==> src/rtl/if_stage_pkg.sv <==
// Shared constants for the instruction-fetch stage: reset vector, FSM encoding
// and bit positions of the fetch-exception vector.
package if_stage_pkg;

  localparam logic [63:0] RESET_PC_DEFAULT = 64'h0000_0000_8000_0000;

  localparam logic [1:0] ST_IDLE       = 2'd0;
  localparam logic [1:0] ST_RUN        = 2'd1;
  localparam logic [1:0] ST_WAIT_FLUSH = 2'd2;

  localparam int IF_MISALIGN = 0;
  localparam int IF_ACCFAULT = 1;

endpackage

==> src/rtl/if_stage.sv <==
// Fetch stage: registered pc/next-pc select, one-cycle SRAM read latency; stall[0] freezes
// the pc and parks any taken branch until release; a fetch fault parks the stage until flush.
module if_stage
  import if_stage_pkg::*;
#(
  parameter logic [63:0] RESET_PC = RESET_PC_DEFAULT,
  parameter logic [63:0] MEM_BASE = 64'h8000_0000,
  parameter logic [63:0] MEM_SIZE = 64'h0800_0000
) (
  input  logic        clk,
  input  logic        rst_n,
  input  logic [5:0]  stall,
  input  logic        flush,
  input  logic [63:0] new_pc,
  input  logic        br_e,
  input  logic [63:0] br_addr,
  output logic        inst_sram_en,
  output logic [63:0] inst_sram_addr,
  output logic        pc_valid,
  output logic [63:0] pc,
  output logic [31:0] csr_vec_h
);

  logic [63:0] pc_reg;
  logic        valid_reg;
  logic [1:0]  state;
  logic        pend_v;
  logic [63:0] pend_addr;

  logic        misalign;
  logic        acc_fault;
  logic        fetch_exc;
  logic        unused_stall;

  assign unused_stall = ^stall[5:1];

  // Window test written as offset compare so MEM_BASE+MEM_SIZE can never wrap.
  assign misalign  = valid_reg && (pc_reg[1:0] != 2'b00);
  assign acc_fault = valid_reg &&
                     !((pc_reg >= MEM_BASE) && ((pc_reg - MEM_BASE) < MEM_SIZE));
  assign fetch_exc = misalign || acc_fault;

  always_comb begin
    csr_vec_h              = '0;
    csr_vec_h[IF_MISALIGN] = misalign;
    csr_vec_h[IF_ACCFAULT] = acc_fault;
  end

  assign pc             = pc_reg;
  assign pc_valid       = valid_reg;
  assign inst_sram_en   = valid_reg;
  assign inst_sram_addr = {pc_reg[63:3], 3'b000};

  always_ff @(posedge clk) begin
    if (!rst_n) begin
      pc_reg    <= RESET_PC;
      valid_reg <= 1'b0;
      state     <= ST_IDLE;
      pend_v    <= 1'b0;
      pend_addr <= '0;
    end else if (flush) begin
      pc_reg    <= new_pc;
      valid_reg <= 1'b1;
      state     <= ST_RUN;
      pend_v    <= 1'b0;
    end else begin
      case (state)
        ST_IDLE: begin
          valid_reg <= 1'b1;
          state     <= ST_RUN;
        end
        ST_RUN: begin
          if (!stall[0]) begin
            pend_v <= 1'b0;
            if (pend_v) begin
              pc_reg <= pend_addr;
            end else if (br_e) begin
              pc_reg <= br_addr;
            end else if (fetch_exc) begin
              valid_reg <= 1'b0;
              state     <= ST_WAIT_FLUSH;
            end else begin
              pc_reg <= pc_reg + 64'd4;
            end
          end else if (br_e) begin
            // Latest branch seen during a stall is the one that survives.
            pend_v    <= 1'b1;
            pend_addr <= br_addr;
          end
        end
        ST_WAIT_FLUSH: begin
          valid_reg <= 1'b0;
        end
        default: begin
          valid_reg <= 1'b0;
          state     <= ST_IDLE;
        end
      endcase
    end
  end

endmodule

==> config.mk <==
export PLATFORM = sky130hd
export DESIGN_NAME = if_stage
export DESIGN_NICKNAME = d
export VERILOG_FILES = /design/src/rtl/if_stage_pkg.sv /design/src/rtl/if_stage.sv
export SDC_FILE = /design/constraint.sdc
export NUM_CORES = 1
export LEC_CHECK = 0
export CAP_MARGIN = 10
export CORE_MARGIN = 4
export CORE_UTILIZATION = 51
export DETAILED_ROUTE_END_ITERATION = 10
export PLACE_DENSITY = 0.88
export SLEW_MARGIN = 30
export SYNTH_ARGS = -nofsm -noshare
export SYNTH_HDL_FRONTEND = slang
export SYNTH_SLANG_ARGS = --single-unit
==> constraint.sdc <==
create_clock -name clk -period 7.19 [get_ports clk]
set_input_delay 1.438 -clock clk [delete_from_list [all_inputs] [get_ports clk]]
set_output_delay 1.438 -clock clk [all_outputs]
set_load 0.01 [all_outputs]
* Word level (Yosys, flattened, before mapping) *
Cells that the tools add are included.

storage, ports and cells
  register bits = 132
  latch bits = 0
  bits in writable memories = 0
  bits in read-only memories = 0
  output and inout bits = 162
  memories kept = 0

cells by class
  add/sub/neg operators = 2
  $mul = 0
  divide/modulo/power cells = 0
  magnitude comparators = 2
  equality and inequality tests = 14
  shifts and indexed selects = 0
  mux-type cells = 20
  bitwise logic cells = 3
  reductions and logical operators = 15

operators by type and width
  cell                                                   count
  two-way mux 64 bit                                     6
  adder 64 x 3 -> 64 bit, second input constant          1
  >= comparator 64 x 32 -> 1 bit, second input constant  1
  < comparator 64 x 28 -> 1 bit, second input constant   1
  subtractor 64 x 32 -> 64 bit, second input constant    1
  != test 3 bit, second input constant                   4
  != test 2 bit, second input constant                   5
  AND reduction 5 bit                                    2
  two-way mux 1 bit                                      8
  two-way mux 2 bit                                      4
  AND reduction 4 bit                                    2
  one-hot mux 2 bit (3 select lines)                     1
  != test 2 x 1 -> 1 bit, second input constant          2
  != test 4 bit, second input constant                   1
  nonzero test 2 bit                                     2
  logical AND 1 bit                                      3
  inverter 1 bit                                         3
  AND reduction 3 bit                                    1
  == test 2 x 1 -> 1 bit, second input constant          1
  == test 2 bit, second input constant                   1
  logical NOT 2 bit                                      1
  one-hot mux 1 bit (2 select lines)                     1
  AND reduction 2 bit                                    1
  OR reduction 2 bit                                     1
  other kinds (2)                                        2

* Logic depth before layout (Yosys ltp) *
Gate-level depths: netlist (run 1).

  depth after elaboration = 12
  depth in mapped cells = 12
  mapped depth without buffers = 10

* Worst setup path before layout (run 1) *
Ideal clock, no wire load.

  path type = reg2out
  from = register pc_reg[36] (netlist: pc[36])
  to = output csr_vec_h[1]
  arrival = 2935 ps
  slack = 2817 ps
  stages on the path, launching flop included = 11
  cell sequence = dfxtp_1 -> buf_2 -> or4_1 -> buf_2 -> or4_1 -> clkbuf_1 -> or4b_1 -> a21oi_1 -> o211ai_2 -> o21a_1 -> buf_4

between the ends
  word-level cells in the longest chain between the ends = 5
  elaborated cells between the ends (all ways) = 6
  classes of those cells = add/sub: 1; order compare: 2; reduce/logical: 3

ends and longest elaborated chain
  element                        RTL line        source
  from (decl)                    if_stage.sv:24  logic [63:0] pc_reg;
  from (signal assigned)         if_stage.sv:62  pc_reg <= new_pc;
  from (signal assigned)         if_stage.sv:76  pc_reg <= pend_addr;
  from (signal assigned)         if_stage.sv:78  pc_reg <= br_addr;
  subtractor 64 x 32 -> 64 bit   if_stage.sv:40  !((pc_reg >= MEM_BASE) && ((pc_reg - MEM_BASE) < MEM_SIZE));
  < comparator 64 x 28 -> 1 bit  if_stage.sv:40
  logical AND 1 bit *            if_stage.sv:40
  logical NOT 1 bit *            if_stage.sv:40
  logical AND 1 bit *            if_stage.sv:39  assign acc_fault = valid_reg &&
  to (decl)                      if_stage.sv:21  output logic [31:0] csr_vec_h

Mark *: on every way between the ends. The rest lies on a longest branch, timed or not.

* Worst setup path after layout (run 1) *
Ends and elaborated chain as after synthesis.

==> run metrics, run 1 <==
outcome=finished, final reports clean; Top FF cell, synth=dfxtp_1; leakage power=a little over 4 nW; Setup Total Neg Slack=0 ns; Clock Skew=just under 0.007 ns; ys async rst share=0; Starting Density=0.5192; DIE AREA=approximately 20000 sq um; final antenna-violating net count=0; top-area cell type share of the netlist area=0.2953; CP Data Required Time=around 5.8 ns; global-route wire length before repair=between 50000 and 60000 um; relative slew slack=0.3512; CTS sink count=around 130; Critical Path Start Type=flop; EDFF count, synth=0; RSZ-0062 raised after global routing=no; Final GP Congestion=0.8906; routed len/inst=roughly 20 um; power density over cell area=roughly 200 nW/um^2; via/cell ratio=6.239; fin. max-slew vios=0; nets=1530; critical path class=reg -> out; clock slew at reported path FFs=roughly 0.06 ns; largest net degree at the start of global routing=a little over 80; Hold Path Class=reg -> reg; post-CTS setup buffer count=0; initial DRC count=1186; Worst-Skew Late Latency=0.42 ns; initial antenna violation count=0; Inserted Clock Buffers=17; worst vdd ir=roughly 0.16 mV; Slew @ Worst Pin=~0.96 ns; fin crit period=approximately 5.3 ns; chip height=140.5 um; DRT Pass-1 Iters=6; Mapped Area=between 8000 and 9000 sq um; DPL Wire Length=21780 um; final worst-path cycle share=0.7366; Layout area overhead=30.55%; Die W=between 100 and 150 um; setup violators final=0; DRC viols=0; GRT Util Overall=0.3166; Mapped Cells=~1200; max cap viols=0; vias in the first global route=9550; yosys synthesis warning count=0; critical path endpoint category=primary output; core box area=17240 sq um; Synth area leaders=dfxtp_1, nand2_1, buf_4; PortBufs=approximately 260; Overflow after GRT=0; final core utilization=0.6778; Rows=48; Clock Tree Buf Depth=2; DR vias=10140; Mean Syn Cell Area=7.171 sq um; CTS H-Tree Depth=4; synthesized flop and latch total=around 130; final hold violations=0; post_cts resized=0; critical path peak fanout=11; WL final=~33000 um; Max Freq=between 150 and 200 MHz; I/O Pins=300; layout cells sized above 1=0.04925; count of cell types in the netlist=70; hold slack final=around 0.45 ns; # diodes=0; CTS Hold Bufs=0; root buffer cell=clkbuf_16; crit path DAT=slightly below 4 ns; area leader, netlist=dfxtp_1; CTS tree=done; post-synthesis sequential area ratio=0.2953
==> layout by cell type, fill, tap and decap left out, drive strengths merged, types with 10 or more instances in the layout <==
cell,instances
conb,33
xor2,21
a21oi,116
mux2i,44
o211ai,18
nor3,24
clkdlybuf4s50,259
inv,14
clkbuf,22
nor2,48
buf,20
xnor2,25
a211oi,12
o21ai,105
nand3,38
nand4,32
o21a,10
nand2,266
nor4,18
dfxtp,132
and3,16
or4,10
==> metal layers <==
layer,up-vias,part of all wire,track usage
li1,4557,-,-
met1,4657,0.38,0.4046
met2,796,0.45,0.4950
met3,134,0.13,0.08091
met4,0,0.046,0.1591
met5,-,0,0
==> cell usage after synthesis, types with 4 or more instances <==
library cell / n
o21ai_1: 21
nor2_1: 48
and4_1: 6
inv_1: 12
a31o_2: 6
o211ai_1: 16
a31oi_1: 9
nand2_1: 266
nor2b_1: 5
or4_1: 10
or3_1: 7
o31ai_1: 7
nor4b_1: 7
xnor2_1: 25
o21ai_0: 83
and3_1: 16
nand2b_1: 5
a32o_1: 4
a21oi_1: 116
nor3_1: 24
a211oi_1: 12
nor4_1: 17
o21a_1: 10
dfxtp_1: 132
nand3_1: 38
buf_6: 4
clkbuf_1: 71
o221ai_1: 4
buf_1: 7
o22ai_1: 5
buf_4: 98
nand4_1: 32
xor2_1: 21
mux2i_1: 44
buf_2: 9
==> path summary, 6_finish.rpt <==
path	slack, ns	to	from	cells after the start
worst max-delay path	1.89	csr_vec_h[1]	pc[36]	7
worst min-delay path	0.45	pend_addr[43]	pend_addr[43]	2
worst max register to register	2.76	pc[54]	pc[36]	9
worst min register to register	0.45	pend_addr[43]	pend_addr[43]	2
==> power breakdown <==
group	switching [W]	internal, W
sequential	0.0000786	0.000768
combinational	0.000241	0.000249
clock	0.000334	0.000685
total	0.000654	0.00170
==> final cells by class <==
| cell class | count | area, sq um |
|---|---|---|
| clock buffer | 22 | 484.2 |
| clock inverter | 9 | 197.7 |
| fill | 1438 | 5553 |
| inverter | 16 | 60.06 |
| multi-input combinational | 943 | 5259 |
| sequential | 132 | 2644 |
| tap | 225 | 281.5 |
| timing repair buffer | 279 | 2758 |
==> cell families after synthesis <==
kind of cell / after synthesis / synth area share
buffers and inverters: 205 / 0.1317
DFF: 132 / 0.2953
other: 1 / 0.0004190
adders and majority gates: 3 / 0.004194
AOI/OAI and AO/OA: 325 / 0.2194
xor gates and xnor gates: 46 / 0.04502
and+or+nand+nor: 492 / 0.2549
muxes: 44 / 0.04921
==> worst max-delay path, cell delays in order, from the launching register on <==
cell and delay (ns):
dfxtp_1 0.42, or4_1 0.70, or4_1 0.62, or4b_1 0.55
a21oi_1 0.21, o211ai_2 0.21, o21a_1 0.25, clkdlybuf4s50_1 0.47
==> stage by stage <==
stage	area, sq um	std cells	setup WS (ns)	power, W
floorplan	9070	1280	2.817	0.001123
global placement	10970	1594	2.475	0.001324
detailed placement	10970	1594	2.409	0.001335
CTS	11660	1625	1.941	0.002344
global route	11680	1626	1.777	0.002431
finish	11680	1626	1.894	0.002356
(Power assumes the default switching activity.)
==> run 2: changes to the inputs <==
- CORE_UTILIZATION: 51 -> 47
- PLACE_DENSITY: 0.88 -> 0.82
- clock period: 7.19 -> 5.2 ns (I/O delays scaled with it)
==> run metrics, run 2 (same netlist as run 1, synthesis figures left out) <==
outcome=finished, final reports clean (unchanged); CTS Hold Bufs=0 (unchanged); CTS sink count=132 (unchanged); layout cells sized above 1=0.05259 (was 0.04925); Switching Share=0.2916 (was 0.2777); commonest non-fill, non-tap cells in the layout=nand2_1, clkdlybuf4s50_1, dfxtp_1 (unchanged); I/O Pins=300 (unchanged); max cap viols=0 (unchanged); WL final=33290 um (was 32860 um); Max Freq=between 200 and 250 MHz; routed len/inst=20.29 um (was 20.21 um); crit path cell chain=or4_1 -> or4_1 -> or4b_1 -> a21oi_1 -> o211ai_2 -> o21a_1 -> clkdlybuf4s50_1 (unchanged); RSZ-0062 raised after global routing=no (unchanged); crit path max-delay cell type=or4_1 (unchanged); core box area=18710 sq um (was 17240 sq um); Clock Tree Buf Depth=2 (unchanged); critical path endpoint category=primary output (unchanged); CP Data Required Time=4.16 ns (was 5.75 ns); critical path peak fanout=11 (unchanged); power density over cell area=266.1 nW/um^2 (was 201.6 nW/um^2); post_cts resized=0 (unchanged); fin crit period=between 4 and 5 ns; Critical Path Start Type=flop (unchanged); Metal-1 WL=13200 um (was 12340 um); most common cell after layout, fill and taps aside=nand2_1 (unchanged); DRT Pass-1 Iters=7 (was 6); Die W=146.0 um (was 140.5 um); chip height=146.0 um (was 140.5 um); placed inst area=11030 sq um (was 10970 sq um); setup ws final=0.3704 ns (was 1.894 ns); via/cell ratio=6.115 (was 6.239); final hold violations=0 (unchanged); initial antenna violation count=2 (was 0); leakage power=4.066 nW (was 4.076 nW); GRT Util Overall=0.2979 (was 0.3166); DR vias=10040 (was 10140); vias in the first global route=9664 (was 9550); Logic pwr share=0.220 (was 0.208); root buffer cell=clkbuf_16 (unchanged); Overflow after GRT=0 (unchanged); clock slew at reported path FFs=0.05 ns (was 0.06 ns); relative slew slack=0.3378 (was 0.3512); DPL Wire Length=22430 um (was 21780 um); CP dominant cell by count=or4_1 (unchanged); Worst-Skew Late Latency=0.42 ns (about the same); final antenna-violating net count=0 (unchanged); Slew @ Worst Pin=0.9896 ns (was 0.9643 ns); fin cells=1641 (was 1626); internal power=0.002194 W (was 0.001701 W); final core utilization=0.6221 (was 0.6778); top sig layer=met5 (was met4); PortBufs=261 (unchanged); post-CTS setup buffer count=0 (unchanged); Rows=50 (was 48); placed cell count=1609 (was 1594); setup violators final=0 (unchanged); CTS H-Tree Depth=4 (unchanged); Clock Skew=0.008397 ns (was 0.006846 ns); worst vdd ir=0.2357 mV (was 0.1647 mV); DRC viols=0 (unchanged); Inserted Clock Buffers=17 (unchanged); Psw=0.0009029 W (was 0.0006542 W); Hold Path Class=reg -> reg (unchanged); Final GP Congestion=0.9240 (was 0.8906); portion of total power attributed to sequential cells=0.377 (was 0.359); setup slack at placement=0.8457 ns (was 2.409 ns); DIE AREA=21310 sq um (was 19730 sq um); nets=1535 (was 1530); Worst path max stage delay=0.67 ns (was 0.70 ns); final instance area=11640 sq um (was 11680 sq um); clock network power share=0.404 (was 0.433); Setup Total Neg Slack=0 ns (unchanged); Starting Density=0.4785 (was 0.5192); initial DRC count=1078 (was 1186); # diodes=0 (unchanged); CTS tree=done (unchanged); final worst-path cycle share=0.9288; critical path class=reg -> out (unchanged); crit path DAT=3.79 ns (was 3.86 ns); WL met3=3633 um (was 4175 um); largest net degree at the start of global routing=102 (was 82); Layout area overhead=30.03% (was 30.55%); global-route wire length before repair=51630 um (was 50350 um); fin. max-slew vios=0 (unchanged); Met2 Wirelength=15260 um (was 14830 um)
==> run 2: per-stage QoR <==
step,hold WS (ns),power (W)
3_3_place_gp,0.4364,0.001837
2_1_floorplan,0.4312,0.001553
3_5_place_dp,0.4423,0.001848
4_1_cts,0.4505,0.003091
6_report,0.4505,0.003097
5_1_grt,0.4648,0.003210
==> run 2: metal layers <==
layer | up-vias | global-route usage
met4 | 4 | 0.1134
met2 | 673 | 0.4748
met3 | 109 | 0.08627
met5 | - | 0
li1 | 4570 | -
met1 | 4679 | 0.3831
==> run 2: power by group through the flow <==
stage	clock network (W)	registers, W	logic (W)
floorplan	0	0.00115	0.000398
global placement	0	0.00118	0.000658
detailed placement	0	0.00118	0.000666
CTS	0.00126	0.00116	0.000671
global route	0.00131	0.00117	0.000726
finish	0.00125	0.00117	0.000680
==> run 2: final timing paths <==
path	end	cells past startpoint	slack, ns	start
setup / recovery	csr_vec_h[1]	7	0.37	pc[36]
hold / removal	pend_addr[46]	2	0.45	pend_addr[46]
setup reg to reg	pc[49]	8	1.12	pc[36]
hold reg to reg	pend_addr[46]	2	0.45	pend_addr[46]
==> run 2: final cells by class <==
type,count,area [sq um]
Clock buffer,22,474.2
Clock inverter,10,128.9
Fill cell,1692,7068
Inverter,16,60.06
Multi-Input combinational cell,943,5259
Sequential cell,132,2644
Tap cell,234,292.8
Timing Repair Buffer,284,2779
==> run 2: worst max-delay path, delay by kind of cell (launching register included) <==
family | cells | cell delay (ns)
compound gates | 3 | 0.66
buf+inv | 1 | 0.47
flops | 1 | 0.42
simple gates | 3 | 1.82
